[config.mk]
export PLATFORM = sky130hd
export DESIGN_NAME = maq_h
export DESIGN_NICKNAME = d
export VERILOG_FILES = /design/src/rtl/relogio_pkg.sv /design/src/rtl/maqh_detector_borda.sv /design/src/rtl/maq_h.sv
export SDC_FILE = /design/constraint.sdc
export NUM_CORES = 1
export LEC_CHECK = 0
export BUFFER_PORTS_ARGS = -buffer_cell sky130_fd_sc_hd__buf_2
export CAP_MARGIN = 5
export CORE_AREA = 2 2 39 41
export CTS_BUF_LIST = sky130_fd_sc_hd__clkbuf_2 sky130_fd_sc_hd__clkbuf_4 sky130_fd_sc_hd__clkbuf_8
export DETAILED_ROUTE_END_ITERATION = 10
export DIE_AREA = 0 0 41 43
export PLACE_DENSITY = 0.61
export SYNTH_ARGS = -nofsm -noshare
export SYNTH_HDL_FRONTEND = slang
export SYNTH_SLANG_ARGS = --single-unit
[constraint.sdc]
create_clock -name maqh_clock -period 1.6 [get_ports maqh_clock]
set_input_delay 0.16 -clock maqh_clock [delete_from_list [all_inputs] [get_ports maqh_clock]]
set_output_delay 0.16 -clock maqh_clock [all_outputs]
set_load 0.05 [all_outputs]
[src/rtl/relogio_pkg.sv]
// Shared definitions for the clock stages: hour limits, the BCD hour type
// and the BCD constants derived from them.
package relogio_pkg;

    typedef struct packed {
        logic [1:0] msd;
        logic [3:0] lsd;
    } hora_bcd_t;

    localparam int HORA_MAX_24 = 23;
    localparam int HORA_MAX_12 = 12;
    localparam int HORA_MIN_12 = 1;

    localparam logic [3:0] LSD_MAX = 4'd9;

    function automatic hora_bcd_t bcd_de_int(input int valor);
        hora_bcd_t resultado;
        resultado.msd = 2'(valor / 10);
        resultado.lsd = 4'(valor % 10);
        return resultado;
    endfunction

    localparam hora_bcd_t HORA_ZERO_BCD     = bcd_de_int(0);
    localparam hora_bcd_t HORA_MAX_24_BCD   = bcd_de_int(HORA_MAX_24);
    localparam hora_bcd_t HORA_MAX_12_BCD   = bcd_de_int(HORA_MAX_12);
    localparam hora_bcd_t HORA_MIN_12_BCD   = bcd_de_int(HORA_MIN_12);
    localparam hora_bcd_t HORA_ANTES_12_BCD = bcd_de_int(HORA_MAX_12 - 1);

endpackage

[src/rtl/maqh_detector_borda.sv]
// Rising-edge detector: one-cycle pulse on the first cycle the input is high.
module maqh_detector_borda (
    input  logic i_clock,
    input  logic i_reset_n,
    input  logic i_in,
    output logic o_pulse
);

    logic r_prev;

    always_ff @(posedge i_clock or negedge i_reset_n) begin
        if (!i_reset_n) begin
            r_prev <= 1'b0;
        end else begin
            r_prev <= i_in;
        end
    end

    assign o_pulse = i_in & ~r_prev;

endmodule

[src/rtl/maq_h.sv]
// Hour stage of the clock: BCD hour counter advanced by the minute rollover
// or the manual set button. Define MAQH_MODO_12H_EN for the 12 h AM/PM build.
module maq_h
    import relogio_pkg::*;
(
    input  logic       maqh_clock,
    input  logic       maqh_reset_n,
    input  logic       maqh_enable,
    input  logic       maqh_incremento,
    input  logic       maqh_incrementa_hora,
    input  logic       maqh_ajuste,
    output logic [3:0] maqh_lsd,
    output logic [1:0] maqh_msd,
    output logic       maqh_pm,
    output logic       maqh_incrementa_dia
);

    hora_bcd_t r_hora;
    hora_bcd_t w_hora_prox;
    logic      r_dia;
    logic      w_tick;
    logic      w_ajuste_pulso;
    logic      w_avanca;
    logic      w_wrap;
    logic      w_ilegal;

    maqh_detector_borda u_detector_borda (
        .i_clock   (maqh_clock),
        .i_reset_n (maqh_reset_n),
        .i_in      (maqh_ajuste),
        .o_pulse   (w_ajuste_pulso)
    );

    assign w_tick   = maqh_enable & maqh_incremento & maqh_incrementa_hora;
    assign w_avanca = w_tick | w_ajuste_pulso;

`ifdef MAQH_MODO_12H_EN

    logic r_pm;
    logic w_pm_prox;

    assign w_ilegal = (r_hora.lsd > LSD_MAX)
                    || (r_hora.msd > HORA_MAX_12_BCD.msd)
                    || ((r_hora.msd == HORA_MAX_12_BCD.msd) && (r_hora.lsd > HORA_MAX_12_BCD.lsd))
                    || ((r_hora.msd == HORA_ZERO_BCD.msd) && (r_hora.lsd < HORA_MIN_12_BCD.lsd));

    // The day ends when 11 PM rolls to 12 AM, i.e. on the 11->12 step while PM is set.
    always_comb begin
        w_hora_prox = r_hora;
        w_pm_prox   = r_pm;
        w_wrap      = 1'b0;
        if (w_avanca) begin
            if (w_ilegal) begin
                w_hora_prox = HORA_MAX_12_BCD;
                w_pm_prox   = 1'b0;
            end else if (r_hora == HORA_MAX_12_BCD) begin
                w_hora_prox = HORA_MIN_12_BCD;
            end else if (r_hora == HORA_ANTES_12_BCD) begin
                w_hora_prox = HORA_MAX_12_BCD;
                w_pm_prox   = ~r_pm;
                w_wrap      = r_pm;
            end else if (r_hora.lsd == LSD_MAX) begin
                w_hora_prox.msd = r_hora.msd + 2'd1;
                w_hora_prox.lsd = 4'd0;
            end else begin
                w_hora_prox.lsd = r_hora.lsd + 4'd1;
            end
        end
    end

    always_ff @(posedge maqh_clock or negedge maqh_reset_n) begin
        if (!maqh_reset_n) begin
            r_hora <= HORA_MAX_12_BCD;
            r_pm   <= 1'b0;
            r_dia  <= 1'b0;
        end else begin
            r_hora <= w_hora_prox;
            r_pm   <= w_pm_prox;
            r_dia  <= w_tick & w_wrap;
        end
    end

    assign maqh_pm = r_pm;

`else

    assign w_ilegal = (r_hora.lsd > LSD_MAX)
                    || (r_hora.msd > HORA_MAX_24_BCD.msd)
                    || ((r_hora.msd == HORA_MAX_24_BCD.msd) && (r_hora.lsd > HORA_MAX_24_BCD.lsd));

    always_comb begin
        w_hora_prox = r_hora;
        w_wrap      = 1'b0;
        if (w_avanca) begin
            if (w_ilegal) begin
                w_hora_prox = HORA_ZERO_BCD;
            end else if (r_hora == HORA_MAX_24_BCD) begin
                w_hora_prox = HORA_ZERO_BCD;
                w_wrap      = 1'b1;
            end else if (r_hora.lsd == LSD_MAX) begin
                w_hora_prox.msd = r_hora.msd + 2'd1;
                w_hora_prox.lsd = 4'd0;
            end else begin
                w_hora_prox.lsd = r_hora.lsd + 4'd1;
            end
        end
    end

    // Only a minute-driven wrap ends the day; a manual set through midnight does not.
    always_ff @(posedge maqh_clock or negedge maqh_reset_n) begin
        if (!maqh_reset_n) begin
            r_hora <= HORA_ZERO_BCD;
            r_dia  <= 1'b0;
        end else begin
            r_hora <= w_hora_prox;
            r_dia  <= w_tick & w_wrap;
        end
    end

    assign maqh_pm = 1'b0;

`endif

    assign maqh_lsd            = r_hora.lsd;
    assign maqh_msd            = r_hora.msd;
    assign maqh_incrementa_dia = r_dia;

endmodule
==> qor.txt, run 1 <==
initial core utilization: 38.7%
hold depth: 1
LEAKAGE: 0.323 nW
Final min period: 1450 ps
setup bufs post-CTS: 0
count of different cell masters after synthesis: 30
Setup-failing EPs final: 0
worst r2r dst: maqh_lsd[1]$_DFFE_PN0P_
Area Overhead vs Synth: 21.3%
DR top layer: met4
Post-Synth XOR/XNOR Area: 0%
CP endpoint kind: register
PnR worst setup slack: 147 ps
via count: 415
fmax: 688 MHz
Register Area: 203 um^2
clock latency on the worst-skew pair: 260 ps
endpoints failing hold: 0
core footprint: 1380 um^2
RD Place Congestion: 0.773
commonest non-fill, non-tap cell in the layout: buf_2
largest family of logic cells by synthesized area: compound AO/OA/AOI/OAI gates
Mapped Area: 536 um^2
PortBufs: 12
Primary FF master, synth: dfrtp_1
NumNets Final: 72
Post-synth EDFFs: 0
CTS root buffer: clkbuf_4
DR WL/cell: 12.7 um
clock share of power: 13.6%
reg-to-reg slack, setup: 150 ps
routed wire length: 1.00 mm
area of the die: 1760 um^2
outcome: completed
PD cells: 2130 nW/um^2
Yosys reg bits: 8
sequential share of the synthesized area: 37.4%
combinational power share: 56.0%
CTS buffer count: 3
Initial DRT Pass Iterations: 4
crit path max fanout: 8
total global-route track usage: 15.5%
Initial DRC Count: 4
initial antenna violation count: 0
# diodes: 0
Internal: 0.671 mW
synthesis warning total: 0
RSZ-0062 raised after global routing: false
largest net degree at the start of global routing: 11
syn avg cell area: 11.4 um^2
post-synthesis mux area share: 0%
syn_nets: 55
global route overflow: 0
H-Tree Depth: 1
Max-Cap Viols: 0
clock skew: 5.77 ps
first-pass GRT wire length: 1.75 mm
Chip Width: 41 um
Ports: 14
Non-Filler Instances: 79
DR vias/cell: 5.25
# clock sinks: 8
CTS tree: yes
Fill cells: 136
maximum vdd ir drop: 0.989 mV
DP Worst Slack: 66.6 ps
synthesized netlist cell count: 47
share of layout cells above drive strength 1: 49.2%
vias in the first global route: 417
DP Wirelength: 787 um
simple-gate share of the synthesized area: 18.9%
switching power: 0.710 mW
critical path class: reg -> reg
Hold EP: u_detector_borda.r_prev$_DFF_PN0_
clk slew on worst S/H paths: 60 ps
antenna viol nets, final: 0
DR WL met2: 449 um
multi-input logic area: 308 um^2
WL met1: 470 um
Synth Area in Compound Gates: 32.7%
total power: 1.38 mW
Critical Path Source Type: register
most frequent cells in the layout: 12 x buf_2, 6 x dfrtp_1, 4 x clkbuf_4
crit path DAT: 1600 ps
fin. max-slew vios: 0
switch share: 51.4%
Inst Count DP: 74
RR Startpoint: maqh_msd[0]$_DFFE_PN0P_
Flop pwr share: 30.4%
post-route clock period utilization: 90.8%
CP Data Required Time: 1740 ps
Final Util: 46.9%
# rows: 14
worst hold path class: in -> reg
# DRC: 0
setup TNS: 0 ps
Hold Crit Start: maqh_ajuste
adder-cell share of the synthesized area: 4.67%
reg2reg path depth: 6
CTS max path bufs: 2
Async S/R FF share, synth: 100%
WL met3: 75 um
Die Y: 43 um
-- through the flow --
step           hold WS, ps  instance area [um^2]
5_1_grt               4.50                   649
3_3_place_gp          21.0                   609
4_1_cts               10.5                   649
6_report              19.9                   649
2_1_floorplan         -136                   541
3_5_place_dp          20.5                   609
-- Yosys cell counts, types with 2 or more instances --
library cell  instances  area, um^2
dfrtp_1               8         200
inv_1                 3        11.3
o21ai_0               4        20.0
ha_1                  2        25.0
a21o_1                3        22.5
a2111oi_2             2        30.0
o21a_1                2        15.0
-- worst max-delay path, stage by stage (launching register included) --
cell	delay [ps]
dfrtp_2	420
inv_1	80
ha_1	190
nor2_1	90
a21oi_4	250
o21ai_0	120
a21o_1	190
-- logic make-up after synthesis --
| logic type | count (synthesis) |
|---|---|
| other cells | 1 |
| buf+inv | 5 |
| compound gates | 19 |
| flops | 8 |
| simple gates | 12 |
| fa+ha+maj | 2 |
-- timing repair --
action,in CTS,in global routing
endpoints found under the setup margin,0,3
hold buffers,1,0
hold endpoints to repair,8,0
gates resized for setup,0,1
-- final cells by class --
class,count,share of cell area (%)
Multi-Input combinational cell,34,47.4
Sequential cell,8,31.2
Timing Repair Buffer,14,11.9
Clock buffer,4,4.62
Tap cell,16,3.08
Inverter,3,1.73
-- per-layer routing --
layer / global-route usage, % / vias to the layer above
met3: 9.42 / 2
li1: - / 205
met2: 21.9 / 13
met4: 6.00 / 0
met1: 18.4 / 195
met5: 0 / -
-- power groups by stage --
stage                     Clock (mW)  Combinational (mW)  Sequential [mW]
after CTS                      0.196               0.774            0.423
final                          0.187               0.773            0.420
after global placement             0               0.767            0.427
after global routing           0.206               0.853            0.439
after detailed placement           0               0.772            0.425
after floorplan                    0               0.454            0.609
-- sequential cells by signal, summed over array words and instances, names as in the netlist --
name,cells
maqh_incrementa_dia,1
maqh_lsd,4
maqh_msd,2
u_detector_borda.r_prev,1
-- how the worst max path moves through the flow --
stage	from	end	slack, ps	cells after the start
2_1_floorplan	maqh_msd[0]$_DFFE_PN0P_	maqh_msd[0]$_DFFE_PN0P_	6	5
3_3_place_gp	maqh_msd[0]$_DFFE_PN0P_	maqh_msd[1]$_DFFE_PN0P_	90	5
3_5_place_dp	maqh_msd[0]$_DFFE_PN0P_	maqh_msd[0]$_DFFE_PN0P_	70	5
4_1_cts	maqh_msd[0]$_DFFE_PN0P_	maqh_msd[0]$_DFFE_PN0P_	60	5
5_1_grt	maqh_msd[0]$_DFFE_PN0P_	maqh_lsd[1]$_DFFE_PN0P_	40	6
6_report	maqh_msd[0]$_DFFE_PN0P_	maqh_lsd[1]$_DFFE_PN0P_	150	6
No activity file was read; power rests on OpenSTA's default activity.
==> inputs of run 2 (changes only) <==
Clock period 1.6 ns to 1.85 ns, I/O delays scaled along.
==> qor.txt, run 2 (same netlist as run 1, synthesis figures left out) <==
crit path to: maqh_msd[0]$_DFFE_PN0P_
PortBufs: 12
CP max-delay cell: dfrtp_1
area of the die: 1760 um^2
# diodes: 0
Die Y: 43 um
Setup-failing EPs final: 0
most frequent cells in the layout: 12 x buf_2, 8 x dfrtp_1, 4 x o21ai_0
Inst Count DP: 73
Crit path depth: 5
Internal: 0.544 mW
DR WL/cell: 12.8 um
CTS root buffer: clkbuf_4
Final Util: 45.5%
vias in the first global route: 348
worst hold path class: in -> reg
Largest register FFs: 4
CTS buffer count: 3
Initial DRT Pass Iterations: 3
CP Data Required Time: 2040 ps
switching power: 0.610 mW
maximum vdd ir drop: 0.786 mV
crit path DAT: 1740 ps
largest net degree at the start of global routing: 11
critical path class: reg -> reg
RD Place Congestion: 0.768
share of layout cells above drive strength 1: 42.6%
initial core utilization: 38.7%
fmax: 643 MHz
via count: 395
global route overflow: 0
Max-Cap Viols: 0
# rows: 14
Area Overhead vs Synth: 17.5%
worst r2r dst: maqh_msd[0]$_DFFE_PN0P_
CP Buf/Inv Count: 0
PD cells: 1830 nW/um^2
total global-route track usage: 13.5%
DP Wirelength: 744 um
reg2reg path depth: 5
Fill cells: 133
worst path cell trace: ha_1 -> a2111oi_4 -> a21oi_4 -> nand3b_4 -> a21oi_1
initial antenna violation count: 0
setup bufs post-CTS: 0
clk slew on worst S/H paths: 60 ps
fin. max-slew vios: 0
Final min period: 1560 ps
# clock sinks: 8
core footprint: 1380 um^2
RSZ-0062 raised after global routing: false
crit path from: maqh_msd[1]$_DFFE_PN0P_
clock skew: 3.39 ps
Non-Filler Instances: 77
CTS tree: yes
first-pass GRT wire length: 1.60 mm
post-route clock period utilization: 84.1%
setup TNS: 0 ps
Worst path top cell family by delay: compound AO/OA/AOI/OAI gates
crit path max fanout: 8
RR Startpoint: maqh_msd[1]$_DFFE_PN0P_
reg-to-reg slack, setup: 290 ps
clock latency on the worst-skew pair: 260 ps
Flop pwr share: 31.1%
Critical Path Source Type: register
Chip Width: 41 um
switch share: 52.8%
PnR worst setup slack: 294 ps
DR vias/cell: 5.13
Cell Area, Placed: 597 um^2
CTS max path bufs: 2
combinational power share: 56.8%
commonest non-fill, non-tap cell in the layout: buf_2
Final Cell Area: 629 um^2
DP Worst Slack: 295 ps
outcome: completed
CP endpoint kind: register
measured slew at the worst slew-check pin: 512 ps
CTS resizes: 0
NumNets Final: 71
Hold-fix buffers, CTS: 1
slowest stage delay, CP: 410 ps
Max-slew headroom: 65.7%
Initial DRC Count: 5
H-Tree Depth: 1
endpoints failing hold: 0
# DRC: 0
antenna viol nets, final: 0
routed wire length: 985 um
LEAKAGE: 0.319 nW
Ports: 14
clock share of power: 12.2%
run 2: changes by cell type in the layout (fill, tap and decap cells not counted), sizes merged:
cell	before	now
buf	13	12
clkbuf	4	3
run 2: worst min-delay path by stage:
stage	start	end	slack, ps	depth (start not counted)
2_1_floorplan	maqh_reset_n	maqh_incrementa_dia$_DFF_PN0_	-110	0
3_3_place_gp	maqh_reset_n	u_detector_borda.r_prev$_DFF_PN0_	40	1
3_5_place_dp	maqh_reset_n	maqh_lsd[3]$_DFFE_PN0P_	50	1
4_1_cts	maqh_ajuste	u_detector_borda.r_prev$_DFF_PN0_	50	1
5_1_grt	maqh_ajuste	u_detector_borda.r_prev$_DFF_PN0_	50	1
6_report	maqh_ajuste	u_detector_borda.r_prev$_DFF_PN0_	50	1
run 2: worst reg2reg max path: stages (launching register included):
cell	delay, ps
dfrtp_1	410
ha_1	260
a2111oi_4	390
a21oi_4	100
nand3b_4	170
a21oi_1	160
run 2: final cells by class:
type,instances,area [um^2],area share (%)
multi-input combinational,34,305,48.5
tap,16,20.0,3.18
sequential,8,200,31.8
timing repair buffer,13,70.1,11.1
clock buffer,3,22.5,3.58
inverter,3,11.3,1.79
run 2: through the flow:
stage          power, mW  hold slack (ps)
5_1_grt             1.24             47.0
4_1_cts             1.16             49.3
2_1_floorplan      0.913             -111
3_5_place_dp        1.02             46.3
3_3_place_gp        1.02             42.2
6_report            1.15             52.1
run 2: power groups by stage:
stage	clock [mW]	combinational [mW]	sequential, mW
6_report	0.140	0.655	0.359
3_5_place_dp	0	0.659	0.362
4_1_cts	0.142	0.662	0.358
3_3_place_gp	0	0.660	0.361
5_1_grt	0.152	0.713	0.376
2_1_floorplan	0	0.391	0.522
run 2: per-layer routing:
metal	track usage [%]	vias up	wire length [um]
li1	-	200	-
met1	21.4	180	479
met2	16.6	13	401
met3	3.66	2	81
met4	6.00	0	23
met5	0	-	0
==> inputs of run 3 (changes only) <==
Settings changed: PLACE_DENSITY 0.61 to 0.63.
Clock period 1.85 ns to 1.3 ns, I/O delays scaled along.
==> qor.txt, run 3 (same netlist as run 1, synthesis figures left out) <==
# diodes: 0
Critical Path Source Type: register
initial core utilization: 38.7%
clock skew: 7.25 ps
combinational power share: 69.3%
DR WL/cell: 14.8 um
worst hold path class: in -> reg
crit path max fanout: 8
Final Cell Area: 868 um^2
switching power: 1.11 mW
global-route met1 utilization: 18.0%
Ports: 14
RSZ-0062 raised after global routing: true
vias in the first global route: 467
first-pass GRT wire length: 1.90 mm
DP Wirelength: 967 um
fmax: 720 MHz
PortBufs: 12
CTS tree: yes
clock latency on the worst-skew pair: 250 ps
maximum vdd ir drop: 1.48 mV
violated checks: negative setup slack
share of layout cells above drive strength 1: 72.7%
CP Data Required Time: 1490 ps
routing usage on met3: 3.66%
fin. max-slew vios: 0
outcome: finished with violations
CP endpoint kind: register
CTS max path bufs: 2
Final Util: 62.7%
core footprint: 1380 um^2
Hold Crit Start: maqh_incremento
clk slew on worst S/H paths: 60 ps
antenna viol nets, final: 0
CP Buf/Inv Count: 0
slowest stage delay, CP: 440 ps
Initial DRT Pass Iterations: 2
PD cells: 2660 nW/um^2
# DRC: 0
CTS root buffer: clkbuf_4
Hold EP: maqh_incrementa_dia$_DFF_PN0_
post-route clock period utilization: 107%
Inst Count DP: 85
most frequent cells in the layout: 14 x buf_4, 12 x buf_2, 6 x dfrtp_2
total global-route track usage: 16.4%
reg2reg path depth: 5
endpoints failing hold: 0
NumNets Final: 87
crit path from: maqh_msd[1]$_DFFE_PN0P_
Cell Area, Placed: 707 um^2
Flop pwr share: 22.2%
CTS buffer count: 3
Largest register FFs: 4
via count: 494
routed wire length: 1.38 mm
crit path DAT: 1580 ps
Worst path top cell family by delay: compound AO/OA/AOI/OAI gates
area of the die: 1760 um^2
total power: 2.31 mW
DP Worst Slack: -171 ps
CP max-delay cell: dfrtp_2
worst r2r dst: maqh_lsd[2]$_DFFE_PN0P_
clock share of power: 8.6%
Chip Width: 41 um
# rows: 14
DR vias/cell: 5.31
Max-Cap Viols: 0
commonest non-fill, non-tap cell in the layout: buf_4
H-Tree Depth: 1
RD Place Congestion: 0.763
switch share: 48.0%
Final Hold Slack: 208 ps
Most Crowded Layer GR: met2
Setup-failing EPs final: 6
largest net degree at the start of global routing: 9
Non-Filler Instances: 93
setup TNS: -370 ps
Die Y: 43 um
Area Overhead vs Synth: 62.1%
RR Startpoint: maqh_msd[1]$_DFFE_PN0P_
global route overflow: 0
Fill cells: 126
reg-to-reg slack, setup: -90 ps
PnR worst setup slack: -88.8 ps
M2 GR Usage: 27.2%
LEAKAGE: 0.404 nW
Final min period: 1390 ps
worst path cell trace: ha_4 -> a2111oi_4 -> a21oi_4 -> nor4b_2 -> a21o_1
critical path class: reg -> reg
Initial DRC Count: 6
hold depth: 3
Internal: 1.20 mW
# clock sinks: 8
initial antenna violation count: 0
## run 3: cell types whose count changed in the layout (fill, tap and decap cells not counted), moves of 2 or more
cell | previous run | this run
a2111oi_2 | 2 | 0
a2111oi_4 | 1 | 3
buf_4 | 0 | 14
dfrtp_1 | 8 | 2
dfrtp_2 | 0 | 6
ha_1 | 2 | 0
ha_4 | 0 | 2
nand2b_4 | 0 | 2
o21ai_0 | 4 | 1
o21ai_2 | 1 | 3
## run 3: metal layers
layer  share of wire, %  up-vias
li1                   -      236
met1                 41      245
met2                 54       13
met3                4.9        0
met4                  0        0
met5                  0        -
## run 3: cell type report
class | instances | area [um^2] | area share [%]
Clock buffer | 3 | 22.5 | 2.59
Inverter | 3 | 11.3 | 1.30
Multi-Input combinational cell | 34 | 402 | 46.3
Sequential cell | 8 | 208 | 23.9
Tap cell | 16 | 20.0 | 2.31
Timing Repair Buffer | 29 | 205 | 23.6
## run 3: worst max path at each step
stage	to	slack [ps]	depth (start not counted)
final	maqh_lsd[2]$_DFFE_PN0P_	-90	5
after global routing	maqh_lsd[2]$_DFFE_PN0P_	-150	5
after global placement	maqh_lsd[1]$_DFFE_PN0P_	-160	6
after floorplan	maqh_msd[0]$_DFFE_PN0P_	-220	5
after detailed placement	maqh_lsd[1]$_DFFE_PN0P_	-170	6
after CTS	maqh_lsd[2]$_DFFE_PN0P_	-100	6
## run 3: what timing repair did
action | in CTS | in global routing
pin swaps | 3 | 6
gates cloned | 0 | 0
endpoints found under the hold margin | 9 | 0
setup endpoints to repair | 6 | 6
setup buffers | 1 | 2
gates resized for setup | 9 | 9
hold buffers | 2 | 0
## run 3: power by group through the flow
stage | combinational (mW) | sequential [mW] | clock [mW]
floorplan | 0.565 | 0.773 | 0
global placement | 1.21 | 0.499 | 0
detailed placement | 1.23 | 0.506 | 0
CTS | 1.37 | 0.510 | 0.205
global route | 1.67 | 0.525 | 0.225
finish | 1.60 | 0.511 | 0.197
## run 3: worst register-to-register path, stage by stage (launching register included)
cell and delay, ps:
dfrtp_2 440, ha_4 190, a2111oi_4 240, a21oi_4 110, nor4b_2 230, a21o_1 110
